<file path="src/rtl/guess_pkg.sv">
// Shared state encodings and key codes for the Bulls-and-Cows game core
// and its scoring sub-module.
package guess_pkg;

  typedef enum logic [2:0] {
    ST_SET_SECRET = 3'd0,
    ST_GUESS      = 3'd1,
    ST_CHECK      = 3'd2,
    ST_SHOW       = 3'd3,
    ST_WIN        = 3'd4,
    ST_LOSE       = 3'd5
  } game_state_e;

  localparam logic [3:0] KEY_BKSP  = 4'hA;
  localparam logic [3:0] KEY_ENTER = 4'hB;
  localparam logic [3:0] KEY_CLEAR = 4'hC;
  localparam logic [3:0] KEY_NEW   = 4'hF;

  function automatic logic is_digit(input logic [3:0] code);
    return (code <= 4'd9);
  endfunction

endpackage

</file>
<file path="src/rtl/bulls_cows_score.sv">
// Registered A/B scorer: A counts exact position matches, B counts right digits
// in the wrong place (multiset rule when repeated digits are allowed).
module bulls_cows_score
  import guess_pkg::*;
#(
  parameter int NUM_DIGITS   = 4,
  parameter int ALLOW_REPEAT = 0
) (
  input  logic                    clk,
  input  logic                    rst,
  input  logic                    en,
  input  logic [4*NUM_DIGITS-1:0] secret,
  input  logic [4*NUM_DIGITS-1:0] guess,
  output logic [3:0]              a,
  output logic [3:0]              b
);

  logic [3:0] a_s;
  logic [3:0] b_s;
  logic [3:0] a_r;
  logic [3:0] b_r;

  // Combinational A/B score of the current guess against the secret
  always_comb begin
    logic [3:0] total;
    logic [3:0] cnt_s;
    logic [3:0] cnt_g;
    logic       hit;
    a_s   = 4'd0;
    b_s   = 4'd0;
    total = 4'd0;
    cnt_s = 4'd0;
    cnt_g = 4'd0;
    hit   = 1'b0;
    for (int i = 0; i < NUM_DIGITS; i++) begin
      a_s = a_s + ((secret[i*4 +: 4] == guess[i*4 +: 4]) ? 4'd1 : 4'd0);
    end
    if (ALLOW_REPEAT != 0) begin
      // Common digits as a multiset, then remove the exact hits
      for (int v = 0; v < 10; v++) begin
        cnt_s = 4'd0;
        cnt_g = 4'd0;
        for (int i = 0; i < NUM_DIGITS; i++) begin
          cnt_s = cnt_s + ((secret[i*4 +: 4] == 4'(v)) ? 4'd1 : 4'd0);
          cnt_g = cnt_g + ((guess[i*4 +: 4] == 4'(v)) ? 4'd1 : 4'd0);
        end
        total = total + ((cnt_s < cnt_g) ? cnt_s : cnt_g);
      end
      b_s = total - a_s;
    end else begin
      for (int i = 0; i < NUM_DIGITS; i++) begin
        hit = 1'b0;
        for (int j = 0; j < NUM_DIGITS; j++) begin
          hit = hit | ((i != j) && (secret[j*4 +: 4] == guess[i*4 +: 4]));
        end
        b_s = b_s + {3'd0, hit};
      end
    end
  end

  // Score register, loaded during the CHECK cycle
  always_ff @(posedge clk) begin
    if (rst) begin
      a_r <= 4'd0;
      b_r <= 4'd0;
    end else if (en) begin
      a_r <= a_s;
      b_r <= b_s;
    end else begin
      a_r <= a_r;
      b_r <= b_r;
    end
  end

  assign a = a_r;
  assign b = b_r;

endmodule

</file>
<file path="src/rtl/guess_game_core.sv">
// Bulls-and-Cows game engine: keypad entry editing, secret/guess buffers,
// attempt counting and win/lose decision around the registered scorer.
module guess_game_core
  import guess_pkg::*;
#(
  parameter int NUM_DIGITS   = 4,
  parameter int MAX_TRIES    = 10,
  parameter int ALLOW_REPEAT = 0
) (
  input  logic                    clk,
  input  logic                    rst,
  input  logic                    key_valid,
  input  logic [3:0]              key_code,
  output logic [2:0]              game_state,
  output logic [4*NUM_DIGITS-1:0] entry_flat,
  output logic [3:0]              entry_len,
  output logic [3:0]              cnt_a,
  output logic [3:0]              cnt_b,
  output logic [3:0]              tries,
  output logic                    result_valid,
  output logic                    key_err,
  output logic [4*NUM_DIGITS-1:0] secret_flat
);

  localparam int W = 4 * NUM_DIGITS;

  game_state_e  state_r,  state_nxt_s;
  logic [W-1:0] entry_r,  entry_nxt_s;
  logic [3:0]   len_r,    len_nxt_s;
  logic [W-1:0] secret_r, secret_nxt_s;
  logic [W-1:0] sflat_r,  sflat_nxt_s;
  logic [3:0]   cnt_a_r,  cnt_a_nxt_s;
  logic [3:0]   cnt_b_r,  cnt_b_nxt_s;
  logic [3:0]   tries_r,  tries_nxt_s;
  logic         rv_r,     rv_nxt_s;
  logic         kerr_r,   kerr_nxt_s;
  logic         new_game_s;
  logic         dup_s;
  logic         full_s;
  logic [3:0]   len_m1_s;
  logic [3:0]   tries_inc_s;
  logic [3:0]   score_a_s;
  logic [3:0]   score_b_s;

  bulls_cows_score #(
    .NUM_DIGITS  (NUM_DIGITS),
    .ALLOW_REPEAT(ALLOW_REPEAT)
  ) u_score (
    .clk   (clk),
    .rst   (rst),
    .en    (state_r == ST_CHECK),
    .secret(secret_r),
    .guess (entry_r),
    .a     (score_a_s),
    .b     (score_b_s)
  );

  assign full_s      = (len_r == 4'(NUM_DIGITS));
  assign len_m1_s    = len_r - 4'd1;
  assign tries_inc_s = (tries_r == 4'd15) ? 4'd15 : (tries_r + 4'd1);

  // Flags a digit key whose value is already present in the entry
  always_comb begin
    dup_s = 1'b0;
    for (int i = 0; i < NUM_DIGITS; i++) begin
      dup_s = dup_s | ((4'(i) < len_r) && (entry_r[i*4 +: 4] == key_code));
    end
  end

  // Next-state and next-output logic for the game FSM
  always_comb begin
    state_nxt_s  = state_r;
    entry_nxt_s  = entry_r;
    len_nxt_s    = len_r;
    secret_nxt_s = secret_r;
    sflat_nxt_s  = sflat_r;
    cnt_a_nxt_s  = cnt_a_r;
    cnt_b_nxt_s  = cnt_b_r;
    tries_nxt_s  = tries_r;
    rv_nxt_s     = 1'b0;
    kerr_nxt_s   = 1'b0;
    new_game_s   = 1'b0;
    case (state_r)
      ST_SET_SECRET, ST_GUESS: begin
        if (!key_valid) begin
          state_nxt_s = state_r;
        end else if (key_code == KEY_NEW) begin
          new_game_s = 1'b1;
        end else if (is_digit(key_code)) begin
          if (full_s || ((ALLOW_REPEAT == 0) && dup_s)) begin
            kerr_nxt_s = 1'b1;
          end else begin
            for (int i = 0; i < NUM_DIGITS; i++) begin
              entry_nxt_s[i*4 +: 4] = (4'(i) == len_r) ? key_code : entry_r[i*4 +: 4];
            end
            len_nxt_s = len_r + 4'd1;
          end
        end else if (key_code == KEY_BKSP) begin
          if (len_r == 4'd0) begin
            kerr_nxt_s = 1'b1;
          end else begin
            for (int i = 0; i < NUM_DIGITS; i++) begin
              entry_nxt_s[i*4 +: 4] = (4'(i) == len_m1_s) ? 4'd0 : entry_r[i*4 +: 4];
            end
            len_nxt_s = len_m1_s;
          end
        end else if (key_code == KEY_CLEAR) begin
          entry_nxt_s = '0;
          len_nxt_s   = 4'd0;
        end else if (key_code == KEY_ENTER) begin
          if (!full_s) begin
            kerr_nxt_s = 1'b1;
          end else if (state_r == ST_SET_SECRET) begin
            secret_nxt_s = entry_r;
            entry_nxt_s  = '0;
            len_nxt_s    = 4'd0;
            state_nxt_s  = ST_GUESS;
          end else begin
            state_nxt_s = ST_CHECK;
          end
        end else begin
          state_nxt_s = state_r;
        end
      end
      ST_CHECK: begin
        state_nxt_s = ST_SHOW;
      end
      ST_SHOW: begin
        cnt_a_nxt_s = score_a_s;
        cnt_b_nxt_s = score_b_s;
        rv_nxt_s    = 1'b1;
        tries_nxt_s = tries_inc_s;
        // A win on the last allowed attempt still counts as a win
        if (score_a_s == 4'(NUM_DIGITS)) begin
          state_nxt_s = ST_WIN;
        end else if (tries_inc_s == 4'(MAX_TRIES)) begin
          state_nxt_s = ST_LOSE;
          sflat_nxt_s = secret_r;
        end else begin
          state_nxt_s = ST_GUESS;
          entry_nxt_s = '0;
          len_nxt_s   = 4'd0;
        end
      end
      ST_WIN, ST_LOSE: begin
        if (!key_valid) begin
          state_nxt_s = state_r;
        end else if (key_code == KEY_NEW) begin
          new_game_s = 1'b1;
        end else begin
          kerr_nxt_s = 1'b1;
        end
      end
      default: begin
        state_nxt_s = ST_SET_SECRET;
      end
    endcase
  end

  // State and output registers; new game behaves exactly like reset
  always_ff @(posedge clk) begin
    if (rst || new_game_s) begin
      state_r  <= ST_SET_SECRET;
      entry_r  <= '0;
      len_r    <= 4'd0;
      secret_r <= '0;
      sflat_r  <= '0;
      cnt_a_r  <= 4'd0;
      cnt_b_r  <= 4'd0;
      tries_r  <= 4'd0;
      rv_r     <= 1'b0;
      kerr_r   <= 1'b0;
    end else begin
      state_r  <= state_nxt_s;
      entry_r  <= entry_nxt_s;
      len_r    <= len_nxt_s;
      secret_r <= secret_nxt_s;
      sflat_r  <= sflat_nxt_s;
      cnt_a_r  <= cnt_a_nxt_s;
      cnt_b_r  <= cnt_b_nxt_s;
      tries_r  <= tries_nxt_s;
      rv_r     <= rv_nxt_s;
      kerr_r   <= kerr_nxt_s;
    end
  end

  assign game_state   = state_r;
  assign entry_flat   = entry_r;
  assign entry_len    = len_r;
  assign cnt_a        = cnt_a_r;
  assign cnt_b        = cnt_b_r;
  assign tries        = tries_r;
  assign result_valid = rv_r;
  assign key_err      = kerr_r;
  assign secret_flat  = sflat_r;

endmodule
</file>
<file path="config.mk">
export PLATFORM = sky130hd
export DESIGN_NAME = guess_game_core
export DESIGN_NICKNAME = d
export VERILOG_FILES = /design/src/rtl/guess_pkg.sv /design/src/rtl/bulls_cows_score.sv /design/src/rtl/guess_game_core.sv
export SDC_FILE = /design/constraint.sdc
export NUM_CORES = 1
export LEC_CHECK = 0
export BUFFER_PORTS_ARGS = -buffer_cell sky130_fd_sc_hd__clkbuf_2
export CAP_MARGIN = 10
export CORE_ASPECT_RATIO = 0.8
export CORE_MARGIN = 2
export CORE_UTILIZATION = 53
export CTS_BUF_LIST = sky130_fd_sc_hd__clkbuf_16
export CTS_CLUSTER_DIAMETER = 60
export DETAILED_ROUTE_END_ITERATION = 8
export PLACE_DENSITY = 0.81
export SLEW_MARGIN = 15
export SYNTH_ARGS = -nofsm -noshare
export SYNTH_HDL_FRONTEND = slang
export SYNTH_SLANG_ARGS = --single-unit
</file>
<file path="constraint.sdc">
create_clock -name clk -period 2 [get_ports clk]
set_input_delay 0.1 -clock clk [delete_from_list [all_inputs] [get_ports clk]]
set_output_delay 0.1 -clock clk [all_outputs]
set_load 0.01 [all_outputs]
</file>
==> summary.md <==
| Metric | Value |
|---|---|
| Top_reg_cell synth | dfxtp_1 |
| DP Wirelength | 9090 um |
| Sequential cell area fraction in the yosys report | 0.313 |
| Die height | about 88 um |
| GRT overflow | 0 |
| Antenna Nets Post-Route | 0 |
| Distinct cells, synth | 61 |
| Worst-Margin Slew | 878 ps |
| CP max-delay cell | nor4_4 |
| Wire length on met2 | 6260 um |
| First-pass GRT wire length | between 20,000 and 25,000 um |
| Crit path required time | 2250 ps |
| DR iter-0 viols | 454 |
| Highest routed layer | met4 |
| Max frequency | ~460 MHz |
| Cell mode on critical path | buf_6 |
| Num ports | 60 |
| Pre-CTS WS | -156 ps |
| Crit. End Element | register |
| Syn avg cell area | 8.84 um2 |
| Skew-Pair Late Insertion Delay | 340 ps |
| CP Launch Type | register |
| Share of layout cells above drive strength 1 | 0.373 |
| Final critical-path share of the clock period | 1.09 |
| FF/Latch Area | 0.00154 mm2 |
| Wirelength, routed | 13,600 um |
| Worst Reg-to-Reg Cells | 10 |
| Post-Syn Instances | 528 |
| Nets | about 640 |
| Worst hold stages | 2 |
| GP Congestion | 0.943 |
| Starting density of the core | 0.548 |
| Setup WS post-layout | -189 ps |
| Pwr Density | roughly 600 mW/mm2 |
| CP cell instances | buf_6 -> buf_6 -> xor2_4 -> nor4_4 -> buf_4 -> nand2_1 -> o2111a_2 -> o211ai_2 -> buf_6 -> mux2i_1 |
| DRC viols | 0 |
| Clock Tree Buf Depth | 2 |
| Clk slew on worst S/H paths | ~60 ps |
| DR vias | 4,177 |
| CP max FO | 6 |
| Worst Path Arrival | 2440 ps |
| Area Overhead vs Synth | 25.1% |
| R2R setup slack | -190 ps |
| CTS Buf Count | 9 |
| Largest net degree at the start of global routing | 47 |
| WHS | approximately 100 ps |
| Ys Warns | 0 |
| Beginning of the worst hold path | rst |
| Overall Power | 3.52 mW |
| CTS tree | done |
| Hold WC Path Type | input port to register |
| Reg2reg start | entry_flat[10] |
| Root Driver | clkbuf_16 |
| Worst vdd ir | ~0.4 mV |
| Synthesized area | 0.00467 mm2 |
| Die ar. | 0.00958 mm2 |
| I/O Buffers | 57 |
| Max-Cap Viols | 0 |
| Min cycle time layout | 2190 ps |
| H-tree depth | 3 |
| Vias in the first global route | 4,113 |
| Site row count | 30 |
| # fillers | 591 |
| Slew headroom | 0.414 |
| Hold EP | u_score.a[0] |
| EDFF count, synth | 0 |
| RSZ-0062 raised after global routing | yes |
| Ant. Diodes | 0 |
| Core footprint | 0.00852 mm2 |
| Async S/R FF share, synth | 0 |
| Die Wd | between 100 and 150 um |
| Clock sink count | 73 |
| Via/cell ratio | 5.67 |
| Fin. Hold Viols | 0 |
| Initial antenna violation count | 0 |
| Status | finished with violations |
| Drt wl/cell | 18.5 um |
| Static Leakage | 2.34 nW |
| Routed metal-1 wirelength | 5780 um |
| Routed wire length on met3 | 1150 um |
| Synthesis-stage register bit count | 73 |
| Total GRT Usage | 0.290 |
| Failing checks | setup timing |
| Multi-input gate area | a little under 0.003 mm2 |
| FF-to-FF End | entry_flat[5] |
| Crit Path Category | register to register |
| Worst Clk Skew | 5.02 ps |
| Drt pass-1 iters | 5 |
| Final setup vio count | 24 |
| Slew Limit Fails | 0 |
| Hold-fix buffers, CTS | 0 |
| Largest stage delay, worst path | 330 ps |
## how the worst max path moves through the flow
stage,start,end,slack [ps]
2_1_floorplan,entry_flat[13],u_score.a[1],-30
3_5_place_dp,secret_r[13],u_score.a[1],-160
5_1_grt,entry_flat[10],entry_flat[5],-260
4_1_cts,secret_r[13],u_score.a[1],-40
3_3_place_gp,secret_r[13],u_score.a[1],-130
6_report,entry_flat[10],entry_flat[5],-190
## logic make-up (layout without fill, tap and decap cells)
| kind of cell | Yosys count | in the layout | synth area share |
|---|---|---|---|
| compound gates | 66 | 66 | 0.0965 |
| xor+xnor | 80 | 80 | 0.150 |
| fa+ha+maj | 16 | 16 | 0.0456 |
| buf+inv | 65 | 161 | 0.109 |
| flops | 73 | 73 | 0.313 |
| mux | 44 | 44 | 0.0970 |
| other cells | 1 | 2 | 0.000803 |
| simple gates | 183 | 183 | 0.188 |
## repair_timing
item                       in CTS  in global routing
setup endpoints to repair      31                 42
gates cloned                    0                  0
gates resized for setup        48                 15
setup buffers                   5                  5
pin swaps                       8                  7
## worst max-delay path: cells and delay by family (launching register included)
kind / cells / cell delay [ps]
buffers and inverters: 4 / 580
DFF: 1 / 320
and+or+nand+nor: 2 / 380
muxes: 1 / 190
AOI/OAI and AO/OA: 2 / 430
xor gates and xnor gates: 1 / 200
## flip-flops by register name (all words and copies together), names as in the netlist
signal        count
cnt_a             3
u_score.b         3
tries             4
secret_flat      16
u_score.a         3
entry_flat       16
secret_r         16
key_err           1
cnt_b             3
game_state        3
entry_len         4
result_valid      1
## synthesized netlist by cell type (all sizes together) (2+ instances only)
cell type | n | area share
a21oi | 36 | 0.041
and3 | 2 | 0.0027
buf | 13 | 0.018
clkbuf | 46 | 0.086
dfxtp | 73 | 0.31
fa | 2 | 0.0086
ha | 13 | 0.035
inv | 6 | 0.0048
mux2i | 43 | 0.092
nand2 | 76 | 0.061
nand2b | 3 | 0.0040
nand3 | 11 | 0.012
nand3b | 3 | 0.0048
nand4 | 20 | 0.027
nor2 | 44 | 0.035
nor2b | 3 | 0.0040
nor3 | 6 | 0.0088
nor3b | 3 | 0.0059
nor4 | 3 | 0.0067
o211ai | 4 | 0.0097
o21a | 2 | 0.0032
o21ai | 9 | 0.012
or2 | 3 | 0.0040
xnor2 | 68 | 0.13
xor2 | 12 | 0.023
## cell usage in the layout (no fill, tap or decap), drive strengths merged, types with 2 or more instances in the layout
master     n
buf       82
nor2b      3
and3       2
inv        8
nor3       6
xnor2     68
nand2b     3
nor2      44
mux2i     43
or2        3
nand4     20
clkinvlp   2
nand3b     3
nand2     76
a21oi     36
nand3     11
o21ai      9
o211ai     4
nor4       3
dfxtp     73
clkinv     3
xor2      12
conb       2
ha        13
o21a       2
clkbuf    66
fa         2
nor3b      3
## metrics by stage
stage	cell area [um2]	std cells	setup TNS, ps	utilization
6_report	5840	737	-2810	0.685
5_1_grt	5840	737	-4340	0.685
4_1_cts	5700	732	-164	0.669
3_5_place_dp	5230	712	-1800	0.614
3_3_place_gp	5230	712	-341	0.614
2_1_floorplan	4760	529	-31.8	-
## routing by layer
metal  vias to the layer above  global-route usage
met1                      1994               0.377
met3                        40              0.0707
met2                       198               0.469
li1                       1945                   -
met5                         -                   0
met4                         0               0.107
## cell type report
| type | instances | area share |
|---|---|---|
| clock inverters | 7 | 0.00943 |
| well taps | 112 | 0.0240 |
| flip-flops and latches | 73 | 0.263 |
| repair buffers | 139 | 0.160 |
| clock buffers | 9 | 0.0386 |
| multi-input cells | 391 | 0.501 |
| inverters | 6 | 0.00386 |
## power breakdown
part	internal (mW)	switching (mW)
clock	0.850	0.675
sequential	1.46	0.0304
combinational	0.223	0.282
total	2.53	0.988
(Power assumes the default switching activity.)
